[config.mk]
export PLATFORM = sky130hd
export DESIGN_NAME = imem_boot_loader_flat
export DESIGN_NICKNAME = d
export VERILOG_FILES = /design/src/rtl/imem_boot_loader_if.sv /design/src/rtl/imem_boot_loader.sv /design/src/flat_wrapper.sv
export SDC_FILE = /design/constraint.sdc
export NUM_CORES = 1
export LEC_CHECK = 0
export CAP_MARGIN = 20
export CORE_MARGIN = 2
export CORE_UTILIZATION = 38
export DETAILED_ROUTE_END_ITERATION = 8
export GPL_ROUTABILITY_DRIVEN = 0
export PLACE_DENSITY = 0.71
export SYNTH_ARGS = -nofsm -noshare
export SYNTH_HDL_FRONTEND = slang
export SYNTH_SLANG_ARGS = --single-unit
[constraint.sdc]
create_clock -name clock -period 1.4 [get_ports clock]
set_input_delay 0.14 -clock clock [delete_from_list [all_inputs] [get_ports clock]]
set_output_delay 0.14 -clock clock [all_outputs]
set_load 0.05 [all_outputs]
[src/rtl/imem_boot_loader_if.sv]
// rtl/imem_boot_loader_if.sv - word-stream input and instruction-RAM byte-write bundle
//
// Purpose: groups the host-side word handshake and the RAM-side byte write
// bus of the boot loader so they travel as one port.
// Signals:
//   in_valid  - word available on in_data (host -> loader)
//   in_ready  - loader can accept a word this cycle (loader -> host)
//   in_data   - 32-bit program word (host -> loader)
//   in_last   - final word of the program (host -> loader)
//   ram_we    - instruction RAM byte write enable (loader -> RAM)
//   ram_addr  - instruction RAM byte address (loader -> RAM)
//   ram_wdata - instruction RAM write byte (loader -> RAM)
// Modports: master = host/RAM environment, slave = loader.

interface imem_boot_loader_if #(
  parameter int ADDR_W = 12
);
  logic              in_valid;
  logic              in_ready;
  logic [31:0]       in_data;
  logic              in_last;
  logic              ram_we;
  logic [ADDR_W-1:0] ram_addr;
  logic [7:0]        ram_wdata;

  modport master (
    output in_valid, in_data, in_last,
    input  in_ready, ram_we, ram_addr, ram_wdata
  );

  modport slave (
    input  in_valid, in_data, in_last,
    output in_ready, ram_we, ram_addr, ram_wdata
  );
endinterface

[src/rtl/imem_boot_loader.sv]
// rtl/imem_boot_loader.sv - streams 32-bit program words into byte-wide instruction RAM, then releases core reset
//
// Purpose: accepts program words one at a time, writes each as four bytes
// (big-endian: bits [31:24] at byte 4k+0 ... bits [7:0] at 4k+3), and after
// the last word (or when the RAM is full) holds the core in reset for
// RELEASE_DELAY more cycles before letting it run.
// Ports:
//   clock       - single clock, rising edge
//   reset       - synchronous, active-high
//   bus         - imem_boot_loader_if.slave: word stream in, RAM byte writes out
//   core_reset  - drives the core reset; high until loading completes
//   load_done   - program loaded, core running
//   word_count  - number of words accepted (saturates at capacity)
//   overflow    - capacity reached before a word flagged in_last (sticky)
//   checksum    - only with LOADER_CHECKSUM_EN: 32-bit wrapping sum of accepted words
// Optional feature macro: LOADER_CHECKSUM_EN.

module imem_boot_loader #(
  parameter int ADDR_W        = 12,
  parameter int RELEASE_DELAY = 4
) (
  input  logic              clock,
  input  logic              reset,
  imem_boot_loader_if.slave bus,
  output logic              core_reset,
  output logic              load_done,
  output logic [ADDR_W-2:0] word_count,
  output logic              overflow
`ifdef LOADER_CHECKSUM_EN
  , output logic [31:0]     checksum
`endif
);

  // Full-capacity word count: 2**(ADDR_W-2) in an (ADDR_W-1)-bit field.
  localparam logic [ADDR_W-2:0] MAX_CNT = {1'b1, {(ADDR_W-2){1'b0}}};

  localparam int HOLD_W = (RELEASE_DELAY > 2) ? $clog2(RELEASE_DELAY) : 1;
  localparam logic [HOLD_W-1:0] HOLD_INIT =
    HOLD_W'((RELEASE_DELAY > 0) ? RELEASE_DELAY - 1 : 0);

  typedef enum logic [1:0] {
    S_IDLE  = 2'd0,
    S_WRITE = 2'd1,
    S_HOLD  = 2'd2,
    S_RUN   = 2'd3
  } state_t;

  state_t            state_q, state_d;
  logic [1:0]        byte_idx_q, byte_idx_d;
  logic [ADDR_W-3:0] word_idx_q, word_idx_d;
  logic [31:0]       data_q, data_d;
  logic              last_q, last_d;
  logic [ADDR_W-2:0] word_count_q, word_count_d;
  logic              overflow_q, overflow_d;
  logic [HOLD_W-1:0] hold_cnt_q, hold_cnt_d;
  logic              in_ready_q, in_ready_d;
  logic              ram_we_q, ram_we_d;
  logic [ADDR_W-1:0] ram_addr_q, ram_addr_d;
  logic [7:0]        ram_wdata_q, ram_wdata_d;
  logic              core_reset_q, core_reset_d;
  logic              load_done_q, load_done_d;
  logic              handshake;
`ifdef LOADER_CHECKSUM_EN
  logic [31:0]       checksum_q, checksum_d;
`endif

  always_ff @(posedge clock) begin
    if (reset) begin
      state_q      <= S_IDLE;
      byte_idx_q   <= 2'd0;
      word_idx_q   <= '0;
      data_q       <= 32'd0;
      last_q       <= 1'b0;
      word_count_q <= '0;
      overflow_q   <= 1'b0;
      hold_cnt_q   <= '0;
      in_ready_q   <= 1'b1;
      ram_we_q     <= 1'b0;
      ram_addr_q   <= '0;
      ram_wdata_q  <= 8'd0;
      core_reset_q <= 1'b1;
      load_done_q  <= 1'b0;
`ifdef LOADER_CHECKSUM_EN
      checksum_q   <= 32'd0;
`endif
    end else begin
      state_q      <= state_d;
      byte_idx_q   <= byte_idx_d;
      word_idx_q   <= word_idx_d;
      data_q       <= data_d;
      last_q       <= last_d;
      word_count_q <= word_count_d;
      overflow_q   <= overflow_d;
      hold_cnt_q   <= hold_cnt_d;
      in_ready_q   <= in_ready_d;
      ram_we_q     <= ram_we_d;
      ram_addr_q   <= ram_addr_d;
      ram_wdata_q  <= ram_wdata_d;
      core_reset_q <= core_reset_d;
      load_done_q  <= load_done_d;
`ifdef LOADER_CHECKSUM_EN
      checksum_q   <= checksum_d;
`endif
    end
  end

  always_comb begin
    state_d      = state_q;
    byte_idx_d   = byte_idx_q;
    word_idx_d   = word_idx_q;
    data_d       = data_q;
    last_d       = last_q;
    word_count_d = word_count_q;
    overflow_d   = overflow_q;
    hold_cnt_d   = hold_cnt_q;
    ram_addr_d   = ram_addr_q;
    ram_wdata_d  = ram_wdata_q;
`ifdef LOADER_CHECKSUM_EN
    checksum_d   = checksum_q;
`endif
    // in_ready_q is a flop, so acceptance never depends combinationally on in_valid.
    handshake    = bus.in_valid & in_ready_q;

    unique case (state_q)
      S_IDLE: begin
        if (handshake) begin
          state_d      = S_WRITE;
          data_d       = bus.in_data;
          last_d       = bus.in_last;
          // The pre-increment count is the index of the word being stored.
          word_idx_d   = word_count_q[ADDR_W-3:0];
          word_count_d = word_count_q + 1'b1;
          byte_idx_d   = 2'd0;
`ifdef LOADER_CHECKSUM_EN
          checksum_d   = checksum_q + bus.in_data;
`endif
        end
      end

      S_WRITE: begin
        if (byte_idx_q == 2'd3) begin
          // Capacity is checked before word_idx could ever wrap.
          if (last_q || (word_count_q == MAX_CNT)) begin
            overflow_d = overflow_q | ~last_q;
            if (RELEASE_DELAY == 0) begin
              state_d = S_RUN;
            end else begin
              state_d    = S_HOLD;
              hold_cnt_d = HOLD_INIT;
            end
          end else begin
            state_d = S_IDLE;
          end
        end else begin
          byte_idx_d = byte_idx_q + 1'b1;
        end
      end

      S_HOLD: begin
        if (hold_cnt_q == '0) begin
          state_d = S_RUN;
        end else begin
          hold_cnt_d = hold_cnt_q - 1'b1;
        end
      end

      S_RUN: begin
        state_d = S_RUN;
      end

      default: begin
        state_d = S_IDLE;
      end
    endcase

    // Outputs are registered copies of what the next state implies.
    in_ready_d   = (state_d == S_IDLE);
    ram_we_d     = (state_d == S_WRITE);
    core_reset_d = (state_d != S_RUN);
    load_done_d  = (state_d == S_RUN);

    if (state_d == S_WRITE) begin
      ram_addr_d = {word_idx_d, byte_idx_d};
      unique case (byte_idx_d)
        2'd0:    ram_wdata_d = data_d[31:24];
        2'd1:    ram_wdata_d = data_d[23:16];
        2'd2:    ram_wdata_d = data_d[15:8];
        default: ram_wdata_d = data_d[7:0];
      endcase
    end
  end

  assign bus.in_ready  = in_ready_q;
  assign bus.ram_we    = ram_we_q;
  assign bus.ram_addr  = ram_addr_q;
  assign bus.ram_wdata = ram_wdata_q;
  assign core_reset    = core_reset_q;
  assign load_done     = load_done_q;
  assign word_count    = word_count_q;
  assign overflow      = overflow_q;
`ifdef LOADER_CHECKSUM_EN
  assign checksum      = checksum_q;
`endif

endmodule

[src/flat_wrapper.sv]
// flat-port wrapper written by rule: the top's interface ports become plain ports
module imem_boot_loader_flat 
#(
  parameter int ADDR_W        = 12,
  parameter int RELEASE_DELAY = 4
)
  (clock, reset, core_reset, load_done, word_count, overflow, bus_in_valid, bus_in_data, bus_in_last, bus_in_ready, bus_ram_we, bus_ram_addr, bus_ram_wdata);
  imem_boot_loader_if #(.ADDR_W(ADDR_W)) bus_i ();
  input  logic clock;
  input  logic reset;
  output logic core_reset;
  output logic load_done;
  output logic [ADDR_W-2:0] word_count;
  output logic overflow;
  input wire logic [$bits(bus_i.in_valid)-1:0] bus_in_valid;
  input wire logic [$bits(bus_i.in_data)-1:0] bus_in_data;
  input wire logic [$bits(bus_i.in_last)-1:0] bus_in_last;
  output wire logic [$bits(bus_i.in_ready)-1:0] bus_in_ready;
  output wire logic [$bits(bus_i.ram_we)-1:0] bus_ram_we;
  output wire logic [$bits(bus_i.ram_addr)-1:0] bus_ram_addr;
  output wire logic [$bits(bus_i.ram_wdata)-1:0] bus_ram_wdata;
  assign bus_i.in_valid = bus_in_valid;
  assign bus_i.in_data = bus_in_data;
  assign bus_i.in_last = bus_in_last;
  assign bus_in_ready = bus_i.in_ready;
  assign bus_ram_we = bus_i.ram_we;
  assign bus_ram_addr = bus_i.ram_addr;
  assign bus_ram_wdata = bus_i.ram_wdata;
  imem_boot_loader #(.ADDR_W(ADDR_W), .RELEASE_DELAY(RELEASE_DELAY)) u_core (.clock(clock), .reset(reset), .bus(bus_i), .core_reset(core_reset), .load_done(load_done), .word_count(word_count), .overflow(overflow));
endmodule
==> flow_metrics.env <==
export IMPL_yosys_area_top_type="dfxtp_1"
export IMPL_ir_drop_uv=917
export IMPL_violations="negative setup slack"
export IMPL_setup_viol_count_final=63
export IMPL_final_common_cell="buf_4"
export IMPL_cts_sinks=85
export IMPL_synth_fa_ha_area_share_pct=1.10
export IMPL_crit_type="reg -> reg"
export IMPL_core_mm2=0.00872
export IMPL_synth_area_mux_share_pct=8.47
export IMPL_synth_edf_count=0
export IMPL_rsz0062_at_grt="true"
export IMPL_stdcell_count=633
export IMPL_netlist_instances=368
export IMPL_p_per_area_mw_per_mm2=979
export IMPL_hold_slack_ps=264
export IMPL_p_clk_share_pct=25.9
export IMPL_p_total_w=0.00621
export IMPL_synth_distinct_cells=44
export IMPL_num_rows=34
export IMPL_setup_slack_ps=-344
export IMPL_place_ws_ps=-542
export IMPL_period_share_pct=125
export IMPL_antenna_found_initial=0
export IMPL_cts_clk_slew_worst_paths_ps=90
export IMPL_die_w_um=99.0
export IMPL_worst_setup_path_end_kind="flip-flop"
export IMPL_status="complete, but fails checks"
export IMPL_min_path_cells=3
export IMPL_viasPerCell=5.32
export IMPL_yosys_warnings=0
export IMPL_vias=3365
export IMPL_final_cell_mix="buf_4, dfxtp_1, nor2_1"
export IMPL_synth_simple_area_share_pct=19.7
export IMPL_cap_viol_max_count=0
export IMPL_synth_area_top_cells="dfxtp_1, mux2i_1, nor2_1"
export IMPL_tns_ps=-9980
export IMPL_required_ps=1700
export IMPL_track_usage_pct=21.8
export IMPL_cts_max_level=3
export IMPL_synth_top_family_by_area="simple AND/OR/NAND/NOR gates"
export IMPL_die_h_um=99.0
export IMPL_startpoint_type="flip-flop"
export IMPL_p_switching_w=0.00200
export IMPL_drt_iter0_drc=87
export IMPL_drc=0
export IMPL_area_delta_synth_final_pct=85.0
export IMPL_async_flop_share_pct=0
export IMPL_ys_seq_area_share_pct=49.7
export IMPL_grt_pass1_wl_um=16900
export IMPL_combPwrFrac_pct=31.3
export IMPL_finish_net_count=559
export IMPL_clkLatencyLatePin_ps=360
export IMPL_synth_xor_area_share_pct=2.56
export IMPL_fmax_ghz=0.573
export IMPL_dr_pass1_iters=4
export IMPL_grt_pass1_vias=3460
export IMPL_cts_tree="yes"
export IMPL_clockBufferDepth=2
export IMPL_num_io_pins=72
export IMPL_arrival_ps=2040
export IMPL_root_buffer="clkbuf_8"
export IMPL_grt_max_degree=58
export IMPL_min_path_type="in -> reg"
export IMPL_reg2reg_depth=7
export IMPL_slew_headroom_pct=53.8
export IMPL_cts_made_buffers=9
export IMPL_avgSynthCellArea_um2=9.31
export IMPL_start_util_pct=39.3
export IMPL_synth_seq_cells=85
export IMPL_synth_compound_gate_area_share_pct=13.8
export IMPL_diodes=0
export IMPL_grt_overflow_total=0
export IMPL_finClkSkew_ps=10.5
export IMPL_p_seq_share_pct=42.8
export IMPL_drive_above_1_share_pct=53.5
export IMPL_period_needed_ps=1740
export IMPL_antenna_left=0
export IMPL_intPower_w=0.00420
export IMPL_power_leakage_nw=2.53
export IMPL_routed_wl_um=11400
export IMPL_dp_cells=589
export IMPL_swShare_pct=32.3
export IMPL_io_buffer_count=71
export IMPL_dp_hpwl_um=6490
export IMPL_hold_buffers=0
export IMPL_dieArea_mm2=0.00979
export IMPL_synthFlopType="dfxtp_1"
export IMPL_synth_top_area_share_pct=49.7
export IMPL_fillers=531
export IMPL_netlist_area_mm2=0.00343
export IMPL_syn_nets=407
export IMPL_slew_violations=0
export IMPL_worst_slew_pin_slew_ps=693
export IMPL_wl_per_cell_um=18.0
export IMPL_hold_viol_final=0
export IMPL_path_max_fanout=6
[per-layer routing]
layer	routed length [um]	global-route usage (%)
met1	4520	24.1
met4	295	8.32
met2	6130	40.3
met3	459	4.89
met5	0	0
[final cells by class]
type	instances	area, um2	area share [%]
clock inverters	6	46.3	0.730
multi-input cells	253	2400	37.9
flip-flops and latches	85	1740	27.5
clock buffers	10	128	2.01
inverters	8	30.0	0.474
well taps	108	135	2.13
repair buffers	163	1850	29.3
[per-stage QoR]
step	cell area [um2]	util, %
6_report	6340	72.7
2_1_floorplan	3500	-
5_1_grt	6340	72.7
3_5_place_dp	4910	56.3
3_3_place_gp	4910	56.3
4_1_cts	5790	66.4
[registers in the layout (all words and copies together) (netlist names)]
name	cells
u_core.load_done	1
u_core.last_q	1
u_core.hold_cnt_q	2
u_core.bus.ram_wdata	8
u_core.word_idx_q	10
u_core.state_q	2
u_core.bus.in_ready	1
u_core.bus.ram_addr	12
u_core.word_count	11
u_core.byte_idx_q	2
u_core.core_reset	1
u_core.bus.ram_we	1
u_core.data_q	32
u_core.overflow	1
[critical path, cell delays in order, from the launching register on]
cell	delay, ps
dfxtp_4	370
buf_6	130
nand3b_4	160
a2111o_1	420
buf_4	180
a21oi_2	170
o221ai_1	150
nand2_1	110
[power groups by stage]
stage / registers (W) / logic (W) / clock network [W]
3_3_place_gp: 0.00268 / 0.00129 / 0
2_1_floorplan: 0.00289 / 0.000472 / 0
5_1_grt: 0.00267 / 0.00203 / 0.00174
3_5_place_dp: 0.00269 / 0.00131 / 0
4_1_cts: 0.00264 / 0.00166 / 0.00161
6_report: 0.00266 / 0.00194 / 0.00161
[timing repair]
item / CTS / global route
pin swaps: 49 / 23
gates resized for setup: 111 / 99
setup endpoints to repair: 72 / 76
setup buffers: 12 / 16
gates cloned: 5 / 0
[logic make-up (layout without fill, tap and decap cells)]
group,count (synthesis),after routing
multiplexers,29,29
XOR/XNOR,10,10
adder cells (fa/ha/maj),3,3
buffers and inverters,30,187
AND/OR/NAND/NOR,145,145
AO/OA/AOI/OAI,66,66
flip-flops,85,85
[cell usage after synthesis, types with 2 or more instances]
cell / number
mux2i_1: 29
buf_4: 3
xor2_1: 8
a22oi_1: 5
nor2b_1: 10
buf_2: 6
a211oi_1: 11
nand3_1: 7
nand4bb_1: 2
inv_1: 8
nor4_1: 2
a22o_1: 4
clkbuf_1: 9
o2111ai_1: 3
dfxtp_1: 85
nor3_1: 2
ha_1: 3
o221ai_1: 5
a221oi_1: 4
nor2_1: 66
a21oi_2: 5
and3_1: 2
xnor2_1: 2
nand2_1: 42
nand2b_1: 2
o21ai_0: 3
a21oi_1: 20
buf_6: 4
[worst paths after layout]
kind,end,slack [ps],start
worst max-delay path,u_core.bus.ram_wdata[7],-340,u_core.state_q[1]
worst min register to register,u_core.word_idx_q[0],490,u_core.word_idx_q[0]
worst min-delay path,u_core.data_q[11],260,reset
worst max register to register,u_core.bus.ram_wdata[7],-340,u_core.state_q[1]
(Power assumes the default switching activity.)
